<file path="src/rtl/uart_pkg.sv">
// Shared UART types: word width, word type and transmit-queue FSM states.
// Latency: n/a (types only).
// Backpressure: n/a.
package uart_pkg;

  localparam int UART_DATA_WIDTH = 9;

  typedef logic [UART_DATA_WIDTH-1:0] uart_word_t;

  typedef enum logic [1:0] {
    IDLE,
    SEND,
    WAIT_LOW,
    WAIT_HIGH
  } txq_state_t;

endpackage

</file>
<file path="src/rtl/sync_fifo.sv">
// Circular FIFO with separate occupancy count; full/empty decode the registered count.
// Latency: a push is visible to pop_data on the following cycle.
// Backpressure: push while full is ignored; pop while empty is ignored.
module sync_fifo
  import uart_pkg::*;
#(
  parameter int DEPTH = 8,
  parameter int WIDTH = UART_DATA_WIDTH,
  localparam int PTR_W = $clog2(DEPTH),
  localparam int CNT_W = $clog2(DEPTH + 1)
) (
  input  logic             clock,
  input  logic             reset,
  input  logic             push,
  input  logic [WIDTH-1:0] push_data,
  input  logic             pop,
  output logic [WIDTH-1:0] pop_data,
  output logic             full,
  output logic             empty,
  output logic [CNT_W-1:0] count
);

  logic [WIDTH-1:0] mem_q [DEPTH];
  logic [PTR_W-1:0] wr_ptr_q, wr_ptr_d;
  logic [PTR_W-1:0] rd_ptr_q, rd_ptr_d;
  logic [CNT_W-1:0] count_q, count_d;
  logic             push_ok;
  logic             pop_ok;

  assign full     = (count_q == CNT_W'(DEPTH));
  assign empty    = (count_q == '0);
  assign count    = count_q;
  assign pop_data = mem_q[rd_ptr_q];
  assign push_ok  = push && !full;
  assign pop_ok   = pop && !empty;

  // Pointers wrap naturally because DEPTH is a power of two.
  always_comb begin
    wr_ptr_d = wr_ptr_q;
    rd_ptr_d = rd_ptr_q;
    count_d  = count_q;
    if (push_ok) wr_ptr_d = wr_ptr_q + PTR_W'(1);
    if (pop_ok)  rd_ptr_d = rd_ptr_q + PTR_W'(1);
    case ({push_ok, pop_ok})
      2'b10:   count_d = count_q + CNT_W'(1);
      2'b01:   count_d = count_q - CNT_W'(1);
      default: count_d = count_q;
    endcase
  end

  always_ff @(posedge clock or negedge reset) begin
    if (!reset) begin
      wr_ptr_q <= '0;
      rd_ptr_q <= '0;
      count_q  <= '0;
    end else begin
      wr_ptr_q <= wr_ptr_d;
      rd_ptr_q <= rd_ptr_d;
      count_q  <= count_d;
    end
  end

  always_ff @(posedge clock) begin
    if (push_ok) mem_q[wr_ptr_q] <= push_data;
  end

endmodule

</file>
<file path="src/rtl/uart_tx_queue.sv">
// Buffers 9-bit words and feeds UartTX one frame at a time via send/ready; optional UART_TX_QUEUE_OVERFLOW_EN adds overflow/drop_count.
// Latency: write in cycle N to an empty queue with UartTX idle pulses uart_send in cycle N+2.
// Backpressure: writes while full are dropped; a word is only launched when uart_ready is high in IDLE.
module uart_tx_queue
  import uart_pkg::*;
#(
  parameter int DEPTH = 8,
  parameter int WIDTH = UART_DATA_WIDTH,
  localparam int CNT_W = $clog2(DEPTH + 1)
) (
  input  logic             clock,
  input  logic             reset,
  input  logic             wr_en,
  input  logic [WIDTH-1:0] wr_data,
  output logic             full,
  output logic             empty,
  output logic [CNT_W-1:0] count,
  input  logic             uart_ready,
  output logic             uart_send,
  output logic [WIDTH-1:0] uart_data,
  output logic             busy
`ifdef UART_TX_QUEUE_OVERFLOW_EN
  ,
  output logic             overflow,
  output logic [7:0]       drop_count
`endif
);

  txq_state_t       state_q, state_d;
  logic [WIDTH-1:0] uart_data_q, uart_data_d;
  logic [WIDTH-1:0] pop_data;
  logic             pop;

  // The pop is the IDLE->SEND launch; full/empty come from the registered count.
  assign pop = (state_q == IDLE) && !empty && uart_ready;

  sync_fifo #(
    .DEPTH (DEPTH),
    .WIDTH (WIDTH)
  ) u_fifo (
    .clock     (clock),
    .reset     (reset),
    .push      (wr_en),
    .push_data (wr_data),
    .pop       (pop),
    .pop_data  (pop_data),
    .full      (full),
    .empty     (empty),
    .count     (count)
  );

  always_comb begin
    state_d     = state_q;
    uart_data_d = uart_data_q;
    case (state_q)
      IDLE: begin
        if (pop) begin
          uart_data_d = pop_data;
          state_d     = SEND;
        end
      end
      SEND:      state_d = WAIT_LOW;
      WAIT_LOW:  if (!uart_ready) state_d = WAIT_HIGH;
      WAIT_HIGH: if (uart_ready)  state_d = IDLE;
      default:   state_d = IDLE;
    endcase
  end

  always_ff @(posedge clock or negedge reset) begin
    if (!reset) begin
      state_q     <= IDLE;
      uart_data_q <= '0;
    end else begin
      state_q     <= state_d;
      uart_data_q <= uart_data_d;
    end
  end

  assign uart_send = (state_q == SEND);
  assign uart_data = uart_data_q;
  assign busy      = (state_q != IDLE);

`ifdef UART_TX_QUEUE_OVERFLOW_EN
  logic       overflow_q, overflow_d;
  logic [7:0] drop_count_q, drop_count_d;

  always_comb begin
    overflow_d   = overflow_q;
    drop_count_d = drop_count_q;
    if (wr_en && full) begin
      overflow_d = 1'b1;
      if (drop_count_q != 8'hFF) drop_count_d = drop_count_q + 8'd1;
    end
  end

  always_ff @(posedge clock or negedge reset) begin
    if (!reset) begin
      overflow_q   <= 1'b0;
      drop_count_q <= '0;
    end else begin
      overflow_q   <= overflow_d;
      drop_count_q <= drop_count_d;
    end
  end

  assign overflow   = overflow_q;
  assign drop_count = drop_count_q;
`endif

endmodule

</file>
<file path="config.mk">
export PLATFORM = sky130hd
export DESIGN_NAME = uart_tx_queue
export DESIGN_NICKNAME = d
export VERILOG_FILES = /design/src/rtl/uart_pkg.sv /design/src/rtl/sync_fifo.sv /design/src/rtl/uart_tx_queue.sv
export SDC_FILE = /design/constraint.sdc
export NUM_CORES = 1
export LEC_CHECK = 0
export BUFFER_PORTS_ARGS = -buffer_cell sky130_fd_sc_hd__clkbuf_2
export CORE_MARGIN = 1
export CORE_UTILIZATION = 35
export CTS_CLUSTER_SIZE = 30
export DETAILED_ROUTE_END_ITERATION = 12
export GPL_TIMING_DRIVEN = 0
export SYNTH_ARGS = -nofsm -noshare
export SYNTH_HDL_FRONTEND = slang
export SYNTH_SLANG_ARGS = --single-unit
</file>
<file path="constraint.sdc">
create_clock -name clock -period 7.3 [get_ports clock]
set_clock_uncertainty 0.15 [all_clocks]
set_input_delay 1.095 -clock clock [delete_from_list [all_inputs] [get_ports clock]]
set_output_delay 1.095 -clock clock [all_outputs]
set_load 0.1 [all_outputs]
</file>
==> metrics.txt, run 1 <==
result of the run finished, final reports clean; Max stage delay cell, worst path or4_4; htree depth 3; CTS tree yes; RSZ-0062 raised after global routing false; largest net degree at the start of global routing 22; layout cell share with drive strength beyond 1 20.9%; Max Slew Vio Count 0; Area Overhead vs Synth 13.6%; post-route ant nets 0; critical path arrival 1.91 ns; Core Region 10500 um2; synthesis-stage register bit count 93; std cell rows 37; Post-synth ARST share 22.6%; sw frac 45.8%; crit path cell chain buf_6 -> or4_4 -> inv_1 -> clkbuf_2; fmax 317 MHz; Total GRT Usage approximately 15%; Cell Pwr Density around 450 nW/um2; number of flops mapped to enable cells by yosys 72; R2R depth 12; hold path endpoint uart_data[1]$_DFFE_PN0P_; Worst-Margin Slew 1.06 ns; cts hold-fix bufs 0; Clock Latency Late Sink 0.36 ns; Starting Density between 30% and 40%; Logic pwr share 44.9%; first-pass GRT wire length 12100 um; Clk pwr share between 10% and 20%; slowest stage delay, CP roughly 0.5 ns; clk buf depth 2; CP required 6.05 ns; commonest non-fill, non-tap cells in the layout edfxtp_1, mux2i_1, nand2_1, clkbuf_2, dfrtp_1; Main synth FF type edfxtp_1; Die H 107 um; Post-Syn Area 3840 um2; Tot Pwr 1950 uW; # DRC 0; Final period util around 43%; post-cts repair resize count 0; clk slew on worst S/H paths 0.09 ns; synth warn 0; routed vias/inst 4.97; Hold Slack between 0.3 and 0.4 ns; hold path start uart_data[1]$_DFFE_PN0P_; vias in the first global route 2175; WL/cell 17.8 um; Root Buffer clkbuf_8; Pleak approximately 0.0017 uW; max_slew headroom approximately 29%; dpl ws 4.18 ns; CP Class flip-flop to output pin; # clock sinks 93; Post-layout nets 316; # IOs 30; Tmin final 3.15 ns; Sequential Power Share 39.3%; Netlist cell types 30; die area between 10000 and 15000 um2; Die Width between 100 and 150 um; detailed placement HPWL 4950 um; Hold Crit Class flip-flop to flip-flop; Antenna Cells 0; Psw 895 uW; detailed-route via count ~2200; GRT overflow 0; Setup Buffers After CTS 0; Setup-failing EPs final 0; Iter 0 DRT Violations 109; CTS buffer count 9; overall routed net length 7710 um; commonest non-fill, non-tap cell in the layout edfxtp_1; hold depth 2; Max IR drop VDD 0.252 mV; Fin. Hold Viols 0; Seq/Total Area, Yosys 70.0%; Syn Nets 275; Post-Syn Instances 252; Mean Syn Cell Area 15.2 um2; crit-path max FO 8; max-capacitance violation count 0; Port-buffer cells 29; Int Power 1060 uW; Worst setup EP type output pin; worst flop-to-flop path endpoint u_fifo.count[2]$_DFFE_PN0P_; setup TNS 0 ns; r2r startpoint u_fifo.count[1]$_DFFE_PN0P_; Final WS setup 4.15 ns; 1st-pass router iterations 4; antenna violations before repair 0; FF-to-FF setup slack 4.43 ns; RePlAce Congestion about 0.70; critical path launch point type flip-flop
## worst max-delay path, delay by kind of cell (launching register included)
kind,cells,cell delay [ns]
buf+inv,3,0.64
flops,1,0.39
simple gates,1,0.51
## sequential cells by signal, indices dropped and copies added, names as in the netlist
signal and count:
state_q 2, u_fifo.count 4, u_fifo.mem_q 72, u_fifo.rd_ptr_q 3
u_fifo.wr_ptr_q 3, uart_data 9
## per-layer routing
layer	track usage, %	part of all wire (%)
met1	19.1	44
met2	24.9	51
met3	3.65	3.8
met4	4.11	1.3
met5	0	0
## synth_stat cells (all sizes together), types with 3 or more instances
library cell / count / share of area (%)
ha: 10 / 3.3
nor2: 6 / 0.59
xor2: 4 / 0.91
nor3: 4 / 0.52
nor2b: 4 / 0.65
dfrtp: 21 / 14
nand3: 10 / 1.4
edfxtp: 72 / 56
buf: 10 / 1.4
xnor2: 5 / 1.1
o21ai: 3 / 0.68
a22oi: 18 / 3.5
inv: 6 / 0.59
nand2: 29 / 2.8
mux2i: 38 / 9.9
## how the worst max path moves through the flow
stage | start | endpoint | slack [ns]
after floorplan | u_fifo.count[1]$_DFFE_PN0P_ | u_fifo.count[2]$_DFFE_PN0P_ | 1.08
after global placement | wr_en | u_fifo.mem_q[0][1]$_DFFE_PP_ | 3.38
after detailed placement | uart_ready | u_fifo.count[2]$_DFFE_PN0P_ | 4.18
after CTS | u_fifo.count[1]$_DFFE_PN0P_ | full | 4.11
after global routing | u_fifo.count[1]$_DFFE_PN0P_ | full | 4.05
final | u_fifo.count[1]$_DFFE_PN0P_ | empty | 4.15
## metrics by stage
step / instance area (um2) / util, % / std cells
after floorplan: 3840 / - / 252
after global placement: 4150 / 39.7 / 417
after detailed placement: 4190 / 40.0 / 418
after CTS: 4360 / 41.7 / 433
after global routing: 4360 / 41.7 / 433
final: 4360 / 41.7 / 433
## cell type report
class                   instances  area [um2]
plain buffers                  10        52.6
repair buffers                 30         153
fillers                       984        6100
clock inverters                 5        35.0
well taps                     136         170
flip-flops and latches         93        2690
multi-input cells             143        1100
inverters                       6        22.5
clock buffers                  10         138
## logic make-up after synthesis
| group | Yosys count | synth area share (%) |
|---|---|---|
| xor+xnor | 9 | 2.05 |
| simple gates | 61 | 7.69 |
| flops | 93 | 70.0 |
| compound gates | 23 | 4.53 |
| buf+inv | 16 | 1.96 |
| mux | 40 | 10.5 |
| fa+ha+maj | 10 | 3.26 |
## power groups by stage
stage               logic [uW]  registers (uW)  clock network (uW)
floorplan                  452            1010                   0
global placement           866             769                   0
detailed placement         887             780                   0
CTS                        889             769                 319
global route               940             782                 337
finish                     877             767                 308
No activity file was read; power rests on OpenSTA's default activity.
==> run 2: changes to the inputs <==
==> constraint.sdc (replaced) <==
create_clock -name clock -period 2.8 [get_ports clock]
set_clock_uncertainty 0.15 [all_clocks]
set_input_delay 0.42 -clock clock [delete_from_list [all_inputs] [get_ports clock]]
set_output_delay 0.42 -clock clock [all_outputs]
set_load 0.1 [all_outputs]
==> run 2 against run 1 <==
Effect of this change: power rose to 2.8 times the previous value; count of clock-buffer cells in the layout up 1; utilization up 1.2 points; via count down 0.65%; die area unchanged; non-clock buffer count up 1; global-route usage down 0.78 points; final cell count up 0.46%; register-to-register slack worse by 4.3 ns; critical path type is now flip-flop to flip-flop; highest routed layer unchanged.
==> metrics.txt, run 2 (same netlist as run 1, synthesis figures left out) <==
Antenna Cells 0 (unchanged); register with the most flip-flops u_fifo.mem_q (unchanged); Tmin final 2.66 ns; largest net degree at the start of global routing 22 (unchanged); CP required 2.90 ns (was 6.05 ns); Root Buffer clkbuf_8 (unchanged); clk buf depth 2 (unchanged); Hold Slack 0.183 ns (was 0.339 ns); std cell rows 37 (unchanged); Final period util 95.1%; Post-layout nets 317 (was 316); critical path launch point type flip-flop (unchanged); detailed placement HPWL 4850 um (was 4950 um); RSZ-0062 raised after global routing false (unchanged); Port-buffer cells 29 (unchanged); Setup Buffers After CTS 0 (unchanged); CP Class flip-flop to flip-flop (was flip-flop to output pin); # IOs 30 (unchanged); # DRC 0 (unchanged); antenna violations before repair 0 (unchanged); critical path arrival 2.76 ns (was 1.91 ns); Setup-failing EPs final 0 (unchanged); GRT overflow 0 (unchanged); Core Region 10500 um2 (unchanged); Worst setup EP type flip-flop (was output pin); CTS tree yes (unchanged); Cell Pwr Density 1200 nW/um2 (was 448 nW/um2); RePlAce Congestion 0.691 (was 0.701); commonest non-fill, non-tap cells in the layout edfxtp_1, mux2i_1, nand2_1, clkbuf_2, a22oi_1 (was edfxtp_1, mux2i_1, nand2_1, clkbuf_2, dfrtp_1); fmax ~380 MHz; post-route cell area 4490 um2 (was 4360 um2); Fill cells 947 (was 984); max-capacitance violation count 0 (unchanged); Max IR drop VDD 0.858 mV (was 0.252 mV); result of the run finished, final reports clean (unchanged); first-pass GRT wire length 11600 um (was 12100 um); Fin. Hold Viols 0 (unchanged); Worst-Margin Slew 1.09 ns (was 1.06 ns); CTS buffer count 9 (unchanged); max FFs per register 72 (unchanged); vias in the first global route 2169 (was 2175); Starting Density 36.7% (unchanged); Max Slew Vio Count 0 (unchanged); max_slew headroom 27.3% (was 29.3%); Die H 107 um (unchanged); Die Width 107 um (unchanged); Pleak 0.00175 uW (was 0.00170 uW); 1st-pass router iterations 4 (unchanged); Placed Area 4240 um2 (was 4190 um2); Clock Latency Late Sink 0.36 ns (about the same); post-route ant nets 0 (unchanged); htree depth 3 (unchanged); Total GRT Usage 14.1% (was 14.8%); layout cell share with drive strength beyond 1 23.7% (was 20.9%); Area Overhead vs Synth 16.9% (was 13.6%); overall routed net length 7440 um (was 7710 um); WL/cell 17.1 um (was 17.8 um); Iter 0 DRT Violations 88 (was 109); crit-path max FO 14 (was 8); # clock sinks 93 (unchanged); commonest non-fill, non-tap cell in the layout edfxtp_1 (unchanged); detailed-route via count 2140 (was 2154); clk slew on worst S/H paths 0.09 ns (about the same); Hold Crit Class primary input to flip-flop (was flip-flop to flip-flop); die area 11400 um2 (unchanged); routed vias/inst 4.92 (was 4.97)
-- run 2: worst paths after layout --
kind,start,to,slack [ns],cells after the start
worst min-delay path,wr_data[7],u_fifo.mem_q[5][7]$_DFFE_PP_,0.18,1
min in group asynchronous,reset,u_fifo.count[0]$_DFFE_PN0P_,0.43,2
worst min register to register,uart_data[1]$_DFFE_PN0P_,uart_data[1]$_DFFE_PN0P_,0.33,2
max in group asynchronous,reset,u_fifo.count[1]$_DFFE_PN0P_,1.63,2
worst max-delay path,u_fifo.count[1]$_DFFE_PN0P_,u_fifo.count[2]$_DFFE_PN0P_,0.14,11
worst max register to register,u_fifo.count[1]$_DFFE_PN0P_,u_fifo.count[2]$_DFFE_PN0P_,0.14,11
-- run 2: per-stage QoR --
stage	setup TNS, ns	utilization (%)	instances	power, uW	worst slack [ns]
final	0	42.9	435	5390	0.136
after global routing	0	42.9	435	5660	0.0206
after CTS	0	42.9	435	5450	0.0446
after detailed placement	-0.137	40.5	419	4390	-0.0751
after global placement	-3.75	40.1	417	4310	-0.376
after floorplan	-2.65	-	252	3860	-0.563
-- run 2: layout make-up --
class / count / area (um2) / share of cell area, %
inverters: 6 / 25.0 / 0.557
well taps: 136 / 170 / 3.79
flip-flops and latches: 93 / 2700 / 60.0
clock buffers: 11 / 131 / 2.93
repair buffers: 32 / 174 / 3.87
clock inverters: 5 / 108 / 2.40
plain buffers: 9 / 47.5 / 1.06
multi-input cells: 143 / 1140 / 25.4
-- run 2: report_power, final --
group	internal [uW]	switching, uW
clock network	599	460
registers	1810	201
logic	632	1690
-- run 2: metal layers --
layer  vias to the layer above  track usage (%)  wire length, um
met5                         -                0                0
li1                       1019                -                -
met4                         0             6.85              160
met3                        16             2.92              264
met1                      1061             17.1             3300
met2                        44             23.8             3720
-- run 2: what timing repair did --
item                                    CTS  global route
hold buffers                              1             0
endpoints found under the setup margin    2             2
endpoints found under the hold margin    21             0
gates resized for setup                   1             2
-- run 2: worst max-delay path, stage by stage, from the launching register on --
cell and delay, ns:
dfrtp_4 0.49, buf_6 0.14, or4_4 0.53, nand3_2 0.14
inv_4 0.11, ha_4 0.20, xor2_1 0.15, ha_1 0.20
a21oi_2 0.11, xor2_1 0.14, nor2_1 0.06, xor2_1 0.13
==> run 3: changes to the inputs <==
--- a/config.mk
+++ b/config.mk
@@ -5,7 +5,9 @@
 export SDC_FILE = /design/constraint.sdc
 export NUM_CORES = 1
 export LEC_CHECK = 0
+export ABC_AREA = 1
 export BUFFER_PORTS_ARGS = -buffer_cell sky130_fd_sc_hd__clkbuf_2
+export CAP_MARGIN = 30
 export CORE_MARGIN = 1
 export CORE_UTILIZATION = 35
 export CTS_CLUSTER_SIZE = 30
==> run 3 against run 2 <==
Effect of this change: hold slack improved by 0.051 ns; clock power increased by 12%; design area is 2.6% higher; combinational power grew 15%; final cell count increased by 24%; area after synthesis rose by 3.9%; via count grew 20%; die area increased by 3.9%; synthesized cell count rose by 40%; fmax up 12%; count of clock-buffer cells in the layout increased by 1; sequential power down 3%; highest routed layer unchanged.
==> metrics.txt, run 3 <==
result of the run finished, final reports clean (unchanged); Post-Syn Instances 352 (was 252); met2 usage 24.7% (was 23.8%); number of flops mapped to enable cells by yosys 72 (unchanged); clk slew on worst S/H paths 0.07 ns (was 0.09 ns); sw frac 45.2% (was 43.5%); Max IR drop VDD 0.553 mV (was 0.858 mV); Iter 0 DRT Violations 162 (was 88); # IOs 30 (unchanged); Clk pwr share 20.5% (was 19.6%); Die Width 109 um (was 107 um); routed vias/inst 4.79 (was 4.92); htree depth 3 (unchanged); Worst setup EP type flip-flop (unchanged); Antenna Cells 0 (unchanged); layout cell share with drive strength beyond 1 16.3% (was 23.7%); post-route cell area 4610 um2 (was 4490 um2); clk buf depth 2 (unchanged); Total GRT Usage 15.6% (was 14.1%); GRT overflow 0 (unchanged); 1st-pass router iterations 4 (unchanged); Worst-Margin Slew 0.931 ns (was 1.09 ns); Clock Latency Late Sink 0.34 ns (was 0.36 ns); Mean Syn Cell Area 11.3 um2 (was 15.2 um2); WL/cell 15.4 um (was 17.1 um); multi-input combinational cell area 1100 um2 (was 1140 um2); commonest non-fill, non-tap cells in the layout nor2_1, edfxtp_1, nand2_1 (was edfxtp_1, mux2i_1, nand2_1, clkbuf_2, a22oi_1); cell with the most instances after synthesis nor2_1 (was edfxtp_1); Seq/Total Area, Yosys 67.4% (was 70.0%); Reg area 2690 um2 (was 2700 um2); detailed placement HPWL 5510 um (was 4850 um); Post-Syn Area 3990 um2 (was 3840 um2); # clock sinks 93 (unchanged); max FFs per register 72 (unchanged); Tmin final 2.38 ns (was 2.66 ns); CP Class flip-flop to flip-flop (unchanged); Post-synth ARST share 22.6% (unchanged); CTS tree yes (unchanged); critical path arrival 2.48 ns (was 2.76 ns); first-pass GRT wire length 13300 um (was 11600 um); register with the most flip-flops u_fifo.mem_q (unchanged); Max Slew Vio Count 0 (unchanged); Final period util 84.9% (was 95.1%); GR Util met3 3.05% (was 2.92%); largest area contributor in the netlist edfxtp_1 (unchanged); Fill cells 1042 (was 947); Starting Density 36.3% (was 36.7%); commonest non-fill, non-tap cell in the layout nor2_1 (was edfxtp_1); detailed-route via count 2578 (was 2140); synth warn 0 (unchanged); RePlAce Congestion 0.754 (was 0.691); antenna violations before repair 0 (unchanged); Post-layout nets 416 (was 317); global routing usage on met1 21.2% (was 17.1%); Logic pwr share 45.8% (was 43.0%); Synth top cells by count nor2_1, edfxtp_1, nand2_1, nand3_1, o21ai_1 (was edfxtp_1, mux2i_1, nand2_1, dfrtp_1, a22oi_1); Psw 2630 uW (was 2350 uW); # DRC 0 (unchanged); Int Power 3190 uW (was 3050 uW); Cell Pwr Density 1260 nW/um2 (was 1200 nW/um2); Netlist cell types 27 (was 30); std cell rows 38 (was 37); Placed Area 4310 um2 (was 4240 um2); CTS buffer count 9 (unchanged); share of Yosys cell area claimed by the top area cell type 54.2% (was 56.3%); Root Buffer clkbuf_16 (was clkbuf_8); Syn Nets 375 (was 275); Setup Buffers After CTS 0 (unchanged); CP required 2.91 ns (was 2.90 ns); Core Region 11000 um2 (was 10500 um2); setup TNS 0 ns (unchanged); vias in the first global route 2500 (was 2169); Hold Crit Class primary input to flip-flop (unchanged); Pleak 0.00185 uW (was 0.00175 uW); largest net degree at the start of global routing 22 (unchanged); synthesis-stage register bit count 93 (unchanged); critical path launch point type flip-flop (unchanged); max-capacitance violation count 0 (unchanged); Area Overhead vs Synth 15.5% (was 16.9%); Port-buffer cells 29 (unchanged); die area 11800 um2 (was 11400 um2); RSZ-0062 raised after global routing false (unchanged); fmax 421 MHz (was 375 MHz); Die H 109 um (was 107 um); post-route ant nets 0 (unchanged); Main synth FF type edfxtp_1 (unchanged); max_slew headroom 37.7% (was 27.3%); gr busiest metal met2 (unchanged); overall routed net length 8280 um (was 7440 um); Setup-failing EPs final 0 (unchanged); synth top area cells edfxtp_1, dfrtp_1, nor2_1 (was edfxtp_1, dfrtp_1, mux2i_1); crit-path max FO 11 (was 14); Fin. Hold Viols 0 (unchanged); Sequential Power Share 33.6% (was 37.4%)
==> run 3: cell count changes in the layout (fill, tap and decap cells not counted), sizes merged, moves of 11 or more <==
cell   before  now
a22oi      18    0
o21ai       3   39
mux2i      38    1
nand2      29   47
inv         7   18
nor2        6   85
nand3      10   35
==> run 3: cells by family after synthesis <==
| group | synth area share (%) |
|---|---|
| compound gates | 5.17 |
| xor+xnor | 1.10 |
| fa+ha+maj | 3.14 |
| buf+inv | 5.14 |
| flops | 67.4 |
| mux | 0.251 |
| simple gates | 17.8 |
==> run 3: path summary, 6_finish.rpt <==
check / start / end / slack (ns) / cells after the start
min: wr_data[0] / u_fifo.mem_q[6][0]$_DFFE_PP_ / 0.23 / 1
max reg2reg: state_q[0]$_DFFE_PN0P_ / u_fifo.count[2]$_DFFE_PN0P_ / 0.42 / 12
min reg2reg: uart_data[3]$_DFFE_PN0P_ / uart_data[3]$_DFFE_PN0P_ / 0.33 / 2
min in group asynchronous: reset / state_q[1]$_DFFE_PN0P_ / 0.45 / 2
max: state_q[0]$_DFFE_PN0P_ / u_fifo.count[2]$_DFFE_PN0P_ / 0.42 / 12
max in group asynchronous: reset / u_fifo.count[1]$_DFFE_PN0P_ / 1.68 / 2
==> run 3: final cells by class <==
class	instances	share of cell area [%]
tap	140	3.80
sequential	93	58.3
multi-input combinational	227	23.8
clock buffer	12	5.13
inverter	19	1.66
clock inverter	4	1.11
timing repair buffer	30	3.37
buffer	13	2.80
==> run 3: stage by stage <==
stage	setup slack, ns	hold WS (ns)	utilization [%]	power (uW)	instances
3_5_place_dp	0.441	0.297	39.2	4660	521
6_report	0.424	0.234	42.0	5810	538
5_1_grt	0.196	0.229	42.0	6170	538
4_1_cts	0.423	0.218	42.0	5870	538
2_1_floorplan	0.0943	-0.0256	-	4080	352
3_3_place_gp	0.522	0.297	39.2	4610	521
==> run 3: power groups by stage <==
stage	registers (uW)	clock network, uW	logic [uW]
2_1_floorplan	2610	0	1460
3_3_place_gp	1970	0	2630
3_5_place_dp	1990	0	2680
4_1_cts	1960	1220	2690
5_1_grt	1990	1270	2920
6_report	1960	1190	2660
==> run 3: worst max-delay path, cell delays in order, from the launching register on <==
cell	delay (ns)
dfrtp_1	0.41
inv_1	0.12
ha_1	0.21
nand3_2	0.14
inv_2	0.09
buf_6	0.15
ha_1	0.23
nor2_1	0.06
nor2_1	0.16
ha_1	0.17
a21oi_1	0.05
or2_1	0.23
a31oi_1	0.12
==> run 3: metal layers <==
metal	wire [um]	vias to the layer above
li1	-	1277
met1	3770	1231
met2	3940	58
met3	441	12
met4	126	0
met5	0	-
==> run 3: timing repair <==
item	in CTS	in global routing
endpoints found under the hold margin	21	0
hold buffers	1	0
resized for setup	0	0
